--- config.mk ---
export PLATFORM = sky130hd
export DESIGN_NAME = vga_scan_mixer_flat
export DESIGN_NICKNAME = d
export VERILOG_FILES = /design/src/rtl/vga_pkg.sv /design/src/rtl/vga_scan_mixer_if.sv /design/src/rtl/vga_sync_counter.sv /design/src/rtl/vga_scan_mixer.sv /design/src/flat_wrapper.sv
export SDC_FILE = /design/constraint.sdc
export NUM_CORES = 1
export LEC_CHECK = 0
export CORE_UTILIZATION = 35
export DETAILED_ROUTE_END_ITERATION = 10
export GPL_ROUTABILITY_DRIVEN = 1
export PLACE_DENSITY = 0.7
export SYNTH_ARGS = -nofsm -noshare
export SYNTH_HDL_FRONTEND = slang
export SYNTH_SLANG_ARGS = --single-unit
--- constraint.sdc ---
create_clock -name clock -period 1.7 [get_ports clock]
set_input_delay 0.34 -clock clock [delete_from_list [all_inputs] [get_ports clock]]
set_output_delay 0.34 -clock clock [all_outputs]
set_load 0.01 [all_outputs]
--- src/rtl/vga_pkg.sv ---
// vga_pkg
//   Shared constants for the VGA scan path: default 640x480@60 timing,
//   derived totals / sync windows, and the RGB332 colour packing.
//   Optional build macro used by this slice: TEST_PATTERN_EN (colour bars).
package vga_pkg;

    // Default horizontal timing, in pixels
    localparam int H_ACTIVE     = 640;
    localparam int H_FP         = 16;
    localparam int H_SYNC       = 96;
    localparam int H_BP         = 48;
    localparam int H_TOTAL      = H_ACTIVE + H_FP + H_SYNC + H_BP;   // 800
    localparam int H_SYNC_START = H_ACTIVE + H_FP;                   // 656
    localparam int H_SYNC_END   = H_SYNC_START + H_SYNC;             // 752

    // Default vertical timing, in lines
    localparam int V_ACTIVE     = 480;
    localparam int V_FP         = 10;
    localparam int V_SYNC       = 2;
    localparam int V_BP         = 33;
    localparam int V_TOTAL      = V_ACTIVE + V_FP + V_SYNC + V_BP;   // 525
    localparam int V_SYNC_START = V_ACTIVE + V_FP;                   // 490
    localparam int V_SYNC_END   = V_SYNC_START + V_SYNC;             // 492

    // Counter width for hcount/vcount
    localparam int CNT_W = 10;

    // RGB332 field widths
    localparam int R_W   = 3;
    localparam int G_W   = 3;
    localparam int B_W   = 2;
    localparam int RGB_W = R_W + G_W + B_W;

    typedef struct packed {
        logic [R_W-1:0] r;
        logic [G_W-1:0] g;
        logic [B_W-1:0] b;
    } rgb332_t;

    // Colour-bar palette: bar index bits {2,1,0} switch red, green, blue
    // fully on, giving 00,03,1C,1F,E0,E3,FC,FF.
    function automatic rgb332_t bar_colour(input logic [2:0] bar);
        rgb332_t c;
        c.r = {R_W{bar[2]}};
        c.g = {G_W{bar[1]}};
        c.b = {B_W{bar[0]}};
        return c;
    endfunction

endpackage

--- src/rtl/vga_scan_mixer_if.sv ---
// vga_scan_mixer_if
//   Bundles the layer-side inputs and the raster/VGA outputs of the mixer.
//   master : layer / board side (drives colours, reads the scan position)
//   slave  : vga_scan_mixer
//   Signals: enable, layer_rgb[8*NUM_LAYERS], layer_data[NUM_LAYERS], bg_rgb,
//            hcount, vcount, pixel_tick, hsync, vsync, red, green, blue,
//            video_on, frame_start; test_mode only with TEST_PATTERN_EN.
interface vga_scan_mixer_if #(
    parameter int NUM_LAYERS = 4
);
    import vga_pkg::*;

`ifdef TEST_PATTERN_EN
    logic                      test_mode;
`endif
    logic                      enable;
    logic [RGB_W*NUM_LAYERS-1:0] layer_rgb;
    logic [NUM_LAYERS-1:0]     layer_data;
    logic [RGB_W-1:0]          bg_rgb;

    logic [CNT_W-1:0]          hcount;
    logic [CNT_W-1:0]          vcount;
    logic                      pixel_tick;
    logic                      hsync;
    logic                      vsync;
    logic [R_W-1:0]            red;
    logic [G_W-1:0]            green;
    logic [B_W-1:0]            blue;
    logic                      video_on;
    logic                      frame_start;

    modport master (
`ifdef TEST_PATTERN_EN
        output test_mode,
`endif
        output enable, layer_rgb, layer_data, bg_rgb,
        input  hcount, vcount, pixel_tick, hsync, vsync,
        input  red, green, blue, video_on, frame_start
    );

    modport slave (
`ifdef TEST_PATTERN_EN
        input  test_mode,
`endif
        input  enable, layer_rgb, layer_data, bg_rgb,
        output hcount, vcount, pixel_tick, hsync, vsync,
        output red, green, blue, video_on, frame_start
    );

endinterface

--- src/rtl/vga_sync_counter.sv ---
// vga_sync_counter
//   Pixel-clock divider and raster position counters.
//   Ports: clock, reset_n (async, active low)
//          hcount/vcount : current scan position
//          pixel_tick    : high on the last system clock of each pixel
//          frame_start   : one clock high when (0,0) is first shown after a wrap
//   CLK_DIV must be >= 2: layers need a clock after hcount moves to respond.
module vga_sync_counter #(
    parameter int CLK_DIV = 2,
    parameter int H_TOT   = 800,
    parameter int V_TOT   = 525
) (
    input  logic       clock,
    input  logic       reset_n,
    output logic [9:0] hcount,
    output logic [9:0] vcount,
    output logic       pixel_tick,
    output logic       frame_start
);
    import vga_pkg::*;

    localparam int DW = (CLK_DIV > 2) ? $clog2(CLK_DIV) : 1;

    logic [DW-1:0] div;
    logic          h_last;
    logic          v_last;

    assign pixel_tick = (div == DW'(CLK_DIV - 1));
    assign h_last     = (hcount == CNT_W'(H_TOT - 1));
    assign v_last     = (vcount == CNT_W'(V_TOT - 1));

    always_ff @(posedge clock or negedge reset_n) begin
        if (!reset_n) begin
            div         <= '0;
            hcount      <= '0;
            vcount      <= '0;
            frame_start <= 1'b0;
        end else begin
            div <= pixel_tick ? '0 : div + 1'b1;
            // Registered so the pulse lines up with the clock that first
            // presents (0,0); it drops again on the following clock.
            frame_start <= pixel_tick && h_last && v_last;
            if (pixel_tick) begin
                if (h_last) begin
                    hcount <= '0;
                    vcount <= v_last ? '0 : vcount + 1'b1;
                end else begin
                    hcount <= hcount + 1'b1;
                end
            end
        end
    end

endmodule

--- src/rtl/vga_scan_mixer.sv ---
// vga_scan_mixer
//   Top of the video path: raster generation, layer priority mixing and the
//   registered VGA output stage (RGB332, hsync, vsync, video_on).
//   Ports: clock, reset_n (async, active low)
//          bus (vga_scan_mixer_if.slave): enable, layer_rgb, layer_data, bg_rgb
//          in; hcount, vcount, pixel_tick, hsync, vsync, red, green, blue,
//          video_on, frame_start out.
//   Layer 0 has the highest priority; no blending.
//   Build macro TEST_PATTERN_EN adds bus.test_mode: 128-px colour bars
//   replace layers and background in the active area.
//   Outputs are registered on pixel_tick from the current hcount/vcount, so
//   they lag the scan position by one pixel.
module vga_scan_mixer #(
    parameter int   CLK_DIV    = 2,
    parameter int   NUM_LAYERS = 4,
    parameter logic SYNC_POL   = 1'b0,
    parameter int   H_ACTIVE   = vga_pkg::H_ACTIVE,
    parameter int   H_FP       = vga_pkg::H_FP,
    parameter int   H_SYNC     = vga_pkg::H_SYNC,
    parameter int   H_BP       = vga_pkg::H_BP,
    parameter int   V_ACTIVE   = vga_pkg::V_ACTIVE,
    parameter int   V_FP       = vga_pkg::V_FP,
    parameter int   V_SYNC     = vga_pkg::V_SYNC,
    parameter int   V_BP       = vga_pkg::V_BP
) (
    input  logic              clock,
    input  logic              reset_n,
    vga_scan_mixer_if.slave   bus
);
    import vga_pkg::*;

    // Totals must fit the 10-bit counters (800/525 by default).
    localparam int H_TOT    = H_ACTIVE + H_FP + H_SYNC + H_BP;
    localparam int V_TOT    = V_ACTIVE + V_FP + V_SYNC + V_BP;
    localparam int HS_START = H_ACTIVE + H_FP;
    localparam int HS_END   = HS_START + H_SYNC;
    localparam int VS_START = V_ACTIVE + V_FP;
    localparam int VS_END   = VS_START + V_SYNC;

    vga_sync_counter #(
        .CLK_DIV (CLK_DIV),
        .H_TOT   (H_TOT),
        .V_TOT   (V_TOT)
    ) u_sync_counter (
        .clock       (clock),
        .reset_n     (reset_n),
        .hcount      (bus.hcount),
        .vcount      (bus.vcount),
        .pixel_tick  (bus.pixel_tick),
        .frame_start (bus.frame_start)
    );

    logic    active;
    logic    hs_zone;
    logic    vs_zone;
    rgb332_t pick;

    assign active  = (bus.hcount < CNT_W'(H_ACTIVE)) && (bus.vcount < CNT_W'(V_ACTIVE));
    assign hs_zone = (bus.hcount >= CNT_W'(HS_START)) && (bus.hcount < CNT_W'(HS_END));
    assign vs_zone = (bus.vcount >= CNT_W'(VS_START)) && (bus.vcount < CNT_W'(VS_END));

    // Walk from the lowest priority upward so the lowest index set wins.
    always_comb begin
        pick = rgb332_t'(bus.bg_rgb);
        for (int i = NUM_LAYERS - 1; i >= 0; i--) begin
            if (bus.layer_data[i])
                pick = rgb332_t'(bus.layer_rgb[RGB_W*i +: RGB_W]);
        end
`ifdef TEST_PATTERN_EN
        if (bus.test_mode)
            pick = bar_colour(bus.hcount[9:7]);
`endif
        // Blanking and video disable both black out the pins; layers that
        // still flag data outside the active area are ignored here.
        if (!active || !bus.enable)
            pick = '0;
    end

    always_ff @(posedge clock or negedge reset_n) begin
        if (!reset_n) begin
            bus.red      <= '0;
            bus.green    <= '0;
            bus.blue     <= '0;
            bus.video_on <= 1'b0;
            bus.hsync    <= ~SYNC_POL;
            bus.vsync    <= ~SYNC_POL;
        end else if (bus.pixel_tick) begin
            bus.red      <= pick.r;
            bus.green    <= pick.g;
            bus.blue     <= pick.b;
            bus.video_on <= active;
            bus.hsync    <= hs_zone ? SYNC_POL : ~SYNC_POL;
            bus.vsync    <= vs_zone ? SYNC_POL : ~SYNC_POL;
        end
    end

endmodule
--- src/flat_wrapper.sv ---
// flat-port wrapper written by rule: the top's interface ports become plain ports
module vga_scan_mixer_flat import vga_pkg::*;
#(
    parameter int   CLK_DIV    = 2,
    parameter int   NUM_LAYERS = 4,
    parameter logic SYNC_POL   = 1'b0,
    parameter int   H_ACTIVE   = vga_pkg::H_ACTIVE,
    parameter int   H_FP       = vga_pkg::H_FP,
    parameter int   H_SYNC     = vga_pkg::H_SYNC,
    parameter int   H_BP       = vga_pkg::H_BP,
    parameter int   V_ACTIVE   = vga_pkg::V_ACTIVE,
    parameter int   V_FP       = vga_pkg::V_FP,
    parameter int   V_SYNC     = vga_pkg::V_SYNC,
    parameter int   V_BP       = vga_pkg::V_BP
)
  (clock, reset_n, bus_enable, bus_layer_rgb, bus_layer_data, bus_bg_rgb, bus_hcount, bus_vcount, bus_pixel_tick, bus_hsync, bus_vsync, bus_red, bus_green, bus_blue, bus_video_on, bus_frame_start);
  vga_scan_mixer_if #(.NUM_LAYERS(NUM_LAYERS)) bus_i ();
  input  logic clock;
  input  logic reset_n;
  input wire logic [$bits(bus_i.enable)-1:0] bus_enable;
  input wire logic [$bits(bus_i.layer_rgb)-1:0] bus_layer_rgb;
  input wire logic [$bits(bus_i.layer_data)-1:0] bus_layer_data;
  input wire logic [$bits(bus_i.bg_rgb)-1:0] bus_bg_rgb;
  output wire logic [$bits(bus_i.hcount)-1:0] bus_hcount;
  output wire logic [$bits(bus_i.vcount)-1:0] bus_vcount;
  output wire logic [$bits(bus_i.pixel_tick)-1:0] bus_pixel_tick;
  output wire logic [$bits(bus_i.hsync)-1:0] bus_hsync;
  output wire logic [$bits(bus_i.vsync)-1:0] bus_vsync;
  output wire logic [$bits(bus_i.red)-1:0] bus_red;
  output wire logic [$bits(bus_i.green)-1:0] bus_green;
  output wire logic [$bits(bus_i.blue)-1:0] bus_blue;
  output wire logic [$bits(bus_i.video_on)-1:0] bus_video_on;
  output wire logic [$bits(bus_i.frame_start)-1:0] bus_frame_start;
  assign bus_i.enable = bus_enable;
  assign bus_i.layer_rgb = bus_layer_rgb;
  assign bus_i.layer_data = bus_layer_data;
  assign bus_i.bg_rgb = bus_bg_rgb;
  assign bus_hcount = bus_i.hcount;
  assign bus_vcount = bus_i.vcount;
  assign bus_pixel_tick = bus_i.pixel_tick;
  assign bus_hsync = bus_i.hsync;
  assign bus_vsync = bus_i.vsync;
  assign bus_red = bus_i.red;
  assign bus_green = bus_i.green;
  assign bus_blue = bus_i.blue;
  assign bus_video_on = bus_i.video_on;
  assign bus_frame_start = bus_i.frame_start;
  vga_scan_mixer #(.CLK_DIV(CLK_DIV), .NUM_LAYERS(NUM_LAYERS), .SYNC_POL(SYNC_POL), .H_ACTIVE(H_ACTIVE), .H_FP(H_FP), .H_SYNC(H_SYNC), .H_BP(H_BP), .V_ACTIVE(V_ACTIVE), .V_FP(V_FP), .V_SYNC(V_SYNC), .V_BP(V_BP)) u_core (.clock(clock), .reset_n(reset_n), .bus(bus_i));
endmodule
==> qor.txt <==
worst clock skew: 3.284 ps
share of layout cells above drive strength 1: 0.2265
max-slew violation count: 0
root buf cell: clkbuf_8
Slew HR: 0.7816
Synth Warn #: 0
Setup violations, final: 0
worst-path maximum fanout: 5
Post-Layout Cell Count: 357
Max Cap Viol: 0
DRT iter0 DRCs: 76
Total Routing Usage GR: 0.1876
CTS Buffer Depth: 2
Pwr Density: 532.4 nW/um2
Area Growth Syn to Fin: 56.31%
pin count of the biggest net entering global routing: 34
Worst Setup End Kind: output pin
vias in the first global route: 1782
Cell Area, Synth: 1973 um2
cell taking the most area after synthesis: dfrtp_1
worst-skew pair later-pin latency: 290 ps
Placeable Area: 5270 um2
die width: 77.09 um
Startpoint Class: flip-flop
commonest non-fill, non-tap cell in the layout: clkdlybuf4s50_1
Routed WL per cell: 15.00 um
I/O Buffers: 79
total number of vias: 1837
DRT Pass-1 Iters: 4
fin crit share: 0.9704
Vias/cell: 5.146
Total Wirelength: 5355 um
Cell Rows: 26
Final Hold Vio Count: 0
first-pass GRT wire length: 8769 um
GP Congestion: 0.7681
Syn Inst Count: 186
diode count: 0
Die Ht: 77.09 um
Worst Path Required: 1360 ps
Hold Path Class: in2async
Tot Pwr: 1.642 mW
Final ANT Viol Nets: 0
sequential fraction of the synthesis area: 0.4198
Netlist cell types: 54
initial antenna violation count: 0
Inst Count DP: 347
top cell type's share of synthesized area: 0.3932
DRC: 0
VDD IR max: 0.3704 mV
WP data arrival: 1310 ps
DP HPWL: 4016 um
syn_area_per_cell: 10.61 um2
RSZ-0062 raised after global routing: no
top_reg_cell synth: dfrtp_1
reg2reg start: u_core.u_sync_counter.hcount[1]
Syn Nets: 237
Synth async-reset ratio: 1.000
critical path type: reg2out
fin nets: 337
flops & latches, synth: 33
total CTS buffers: 5
worst setup path start: u_core.u_sync_counter.hcount[0]
I/O pins: 80
CTS clk-pin slew, worst paths: 60 ps
Initial Util: 0.3744
EDFF count, synth: 0
commonest cells after routing, fill and taps aside: 73 x clkdlybuf4s50_1, 21 x dfrtp_1, 20 x buf_4
Slew @ Worst Pin: 324.6 ps
largest cells by area after synthesis: dfrtp_1 39%, mux2_2 5.1%, o22ai_1 4.4%
TritonCTS clock tree: done
outcome: finished clean
FMAX: 606.2 MHz
CTS H-tree depth: 2
GR Overflow Total: 0
min cycle time layout: 1650 ps
DIE AREA: 5942 um2
Pleak: 1.352 nW
clk sink count: 33
-- worst paths after layout --
kind | endpoint | slack (ps) | depth (start not counted)
min in group clock | u_core.bus.red[1] | 490 | 1
hold / removal | u_core.u_sync_counter.hcount[7] | 420 | 2
setup reg to reg | u_core.u_sync_counter.vcount[4] | 110 | 5
setup / recovery | bus_hcount[0] | 50 | 2
hold reg to reg | u_core.bus.red[1] | 490 | 1
max in group asynchronous | u_core.bus.vsync | 1030 | 2
-- critical path, stage by stage, from the launching register on --
cell             delay [ps]
dfrtp_1                 360
buf_4                   140
clkdlybuf4s50_1         530
-- cell usage after synthesis (2+ instances only) --
master,n
dfrtp_1,31
o22ai_1,14
mux2_2,9
nand2_1,9
nand3_1,9
nand4_1,9
o2bb2ai_1,8
a21o_1,7
nor2_1,7
xnor2_1,7
inv_1,6
o21ai_0,5
a21oi_1,4
ha_1,4
a31oi_1,3
and3_1,3
buf_6,3
clkbuf_1,3
nor3_1,3
xor2_1,3
dfstp_2,2
mux2i_1,2
nand3_2,2
nor2b_1,2
nor4_1,2
-- report_power, final --
group          internal (mW)  switching [mW]  leakage, nW  total [mW]
combinational          0.176          0.0905        0.903       0.267
clock                  0.291           0.277       0.0395       0.567
sequential             0.800         0.00820        0.410       0.808
-- registers in the layout, indices dropped and copies added (netlist names) --
| name | count |
|---|---|
| u_core.bus.vsync | 1 |
| u_core.bus.hsync | 1 |
| u_core.bus.green | 3 |
| u_core.u_sync_counter.pixel_tick | 1 |
| u_core.bus.red | 3 |
| u_core.u_sync_counter.frame_start | 1 |
| u_core.u_sync_counter.vcount | 10 |
| u_core.bus.video_on | 1 |
| u_core.bus.blue | 2 |
| u_core.u_sync_counter.hcount | 10 |
-- kinds of logic after synthesis --
kind of cell / Yosys count / share of synthesized area
xor+xnor: 10 / 0.04439
mux: 12 / 0.06912
compound gates: 46 / 0.1617
simple gates: 66 / 0.2372
buf+inv: 15 / 0.04248
fa+ha+maj: 4 / 0.02537
flops: 33 / 0.4198
-- metal layers --
| layer | global-route usage | vias to the layer above | wire, um |
|---|---|---|---|
| li1 | - | 900 | - |
| met1 | 0.2394 | 843 | 2400 |
| met2 | 0.2946 | 86 | 2329 |
| met3 | 0.06548 | 8 | 553 |
| met4 | 0.06226 | 0 | 71 |
| met5 | 0 | - | 0 |
-- metrics by stage --
step / hold WS, ps / setup WS (ps) / area (um2) / utilization / setup TNS [ps]
after floorplan: 44.41 / 25.51 / 1973 / - / 0
after global placement: 469.7 / -27.74 / 2969 / 0.5634 / -163.1
after detailed placement: 472.5 / -79.50 / 2969 / 0.5634 / -540.2
after CTS: 420.7 / 0.7739 / 3052 / 0.5791 / 0
after global routing: 430.0 / 0.7360 / 3084 / 0.5852 / 0
final: 421.3 / 50.38 / 3084 / 0.5852 / 0
-- area by class of cell --
| type | instances | area, um2 |
|---|---|---|
| inverters | 7 | 26.28 |
| flip-flops and latches | 33 | 840.8 |
| multi-input cells | 138 | 1061 |
| fillers | 484 | 2186 |
| clock buffers | 8 | 80.08 |
| well taps | 70 | 87.58 |
| repair buffers | 101 | 988.4 |
-- timing repair --
| action | CTS | global route |
|---|---|---|
| setup endpoints to repair | 6 | 11 |
| resized for setup | 6 | 10 |
| cloned | 0 | 0 |
| buffers inserted | 0 | 2 |
| hold buffers | 0 | 0 |
Note: power is estimated with default switching activity, not from simulation.
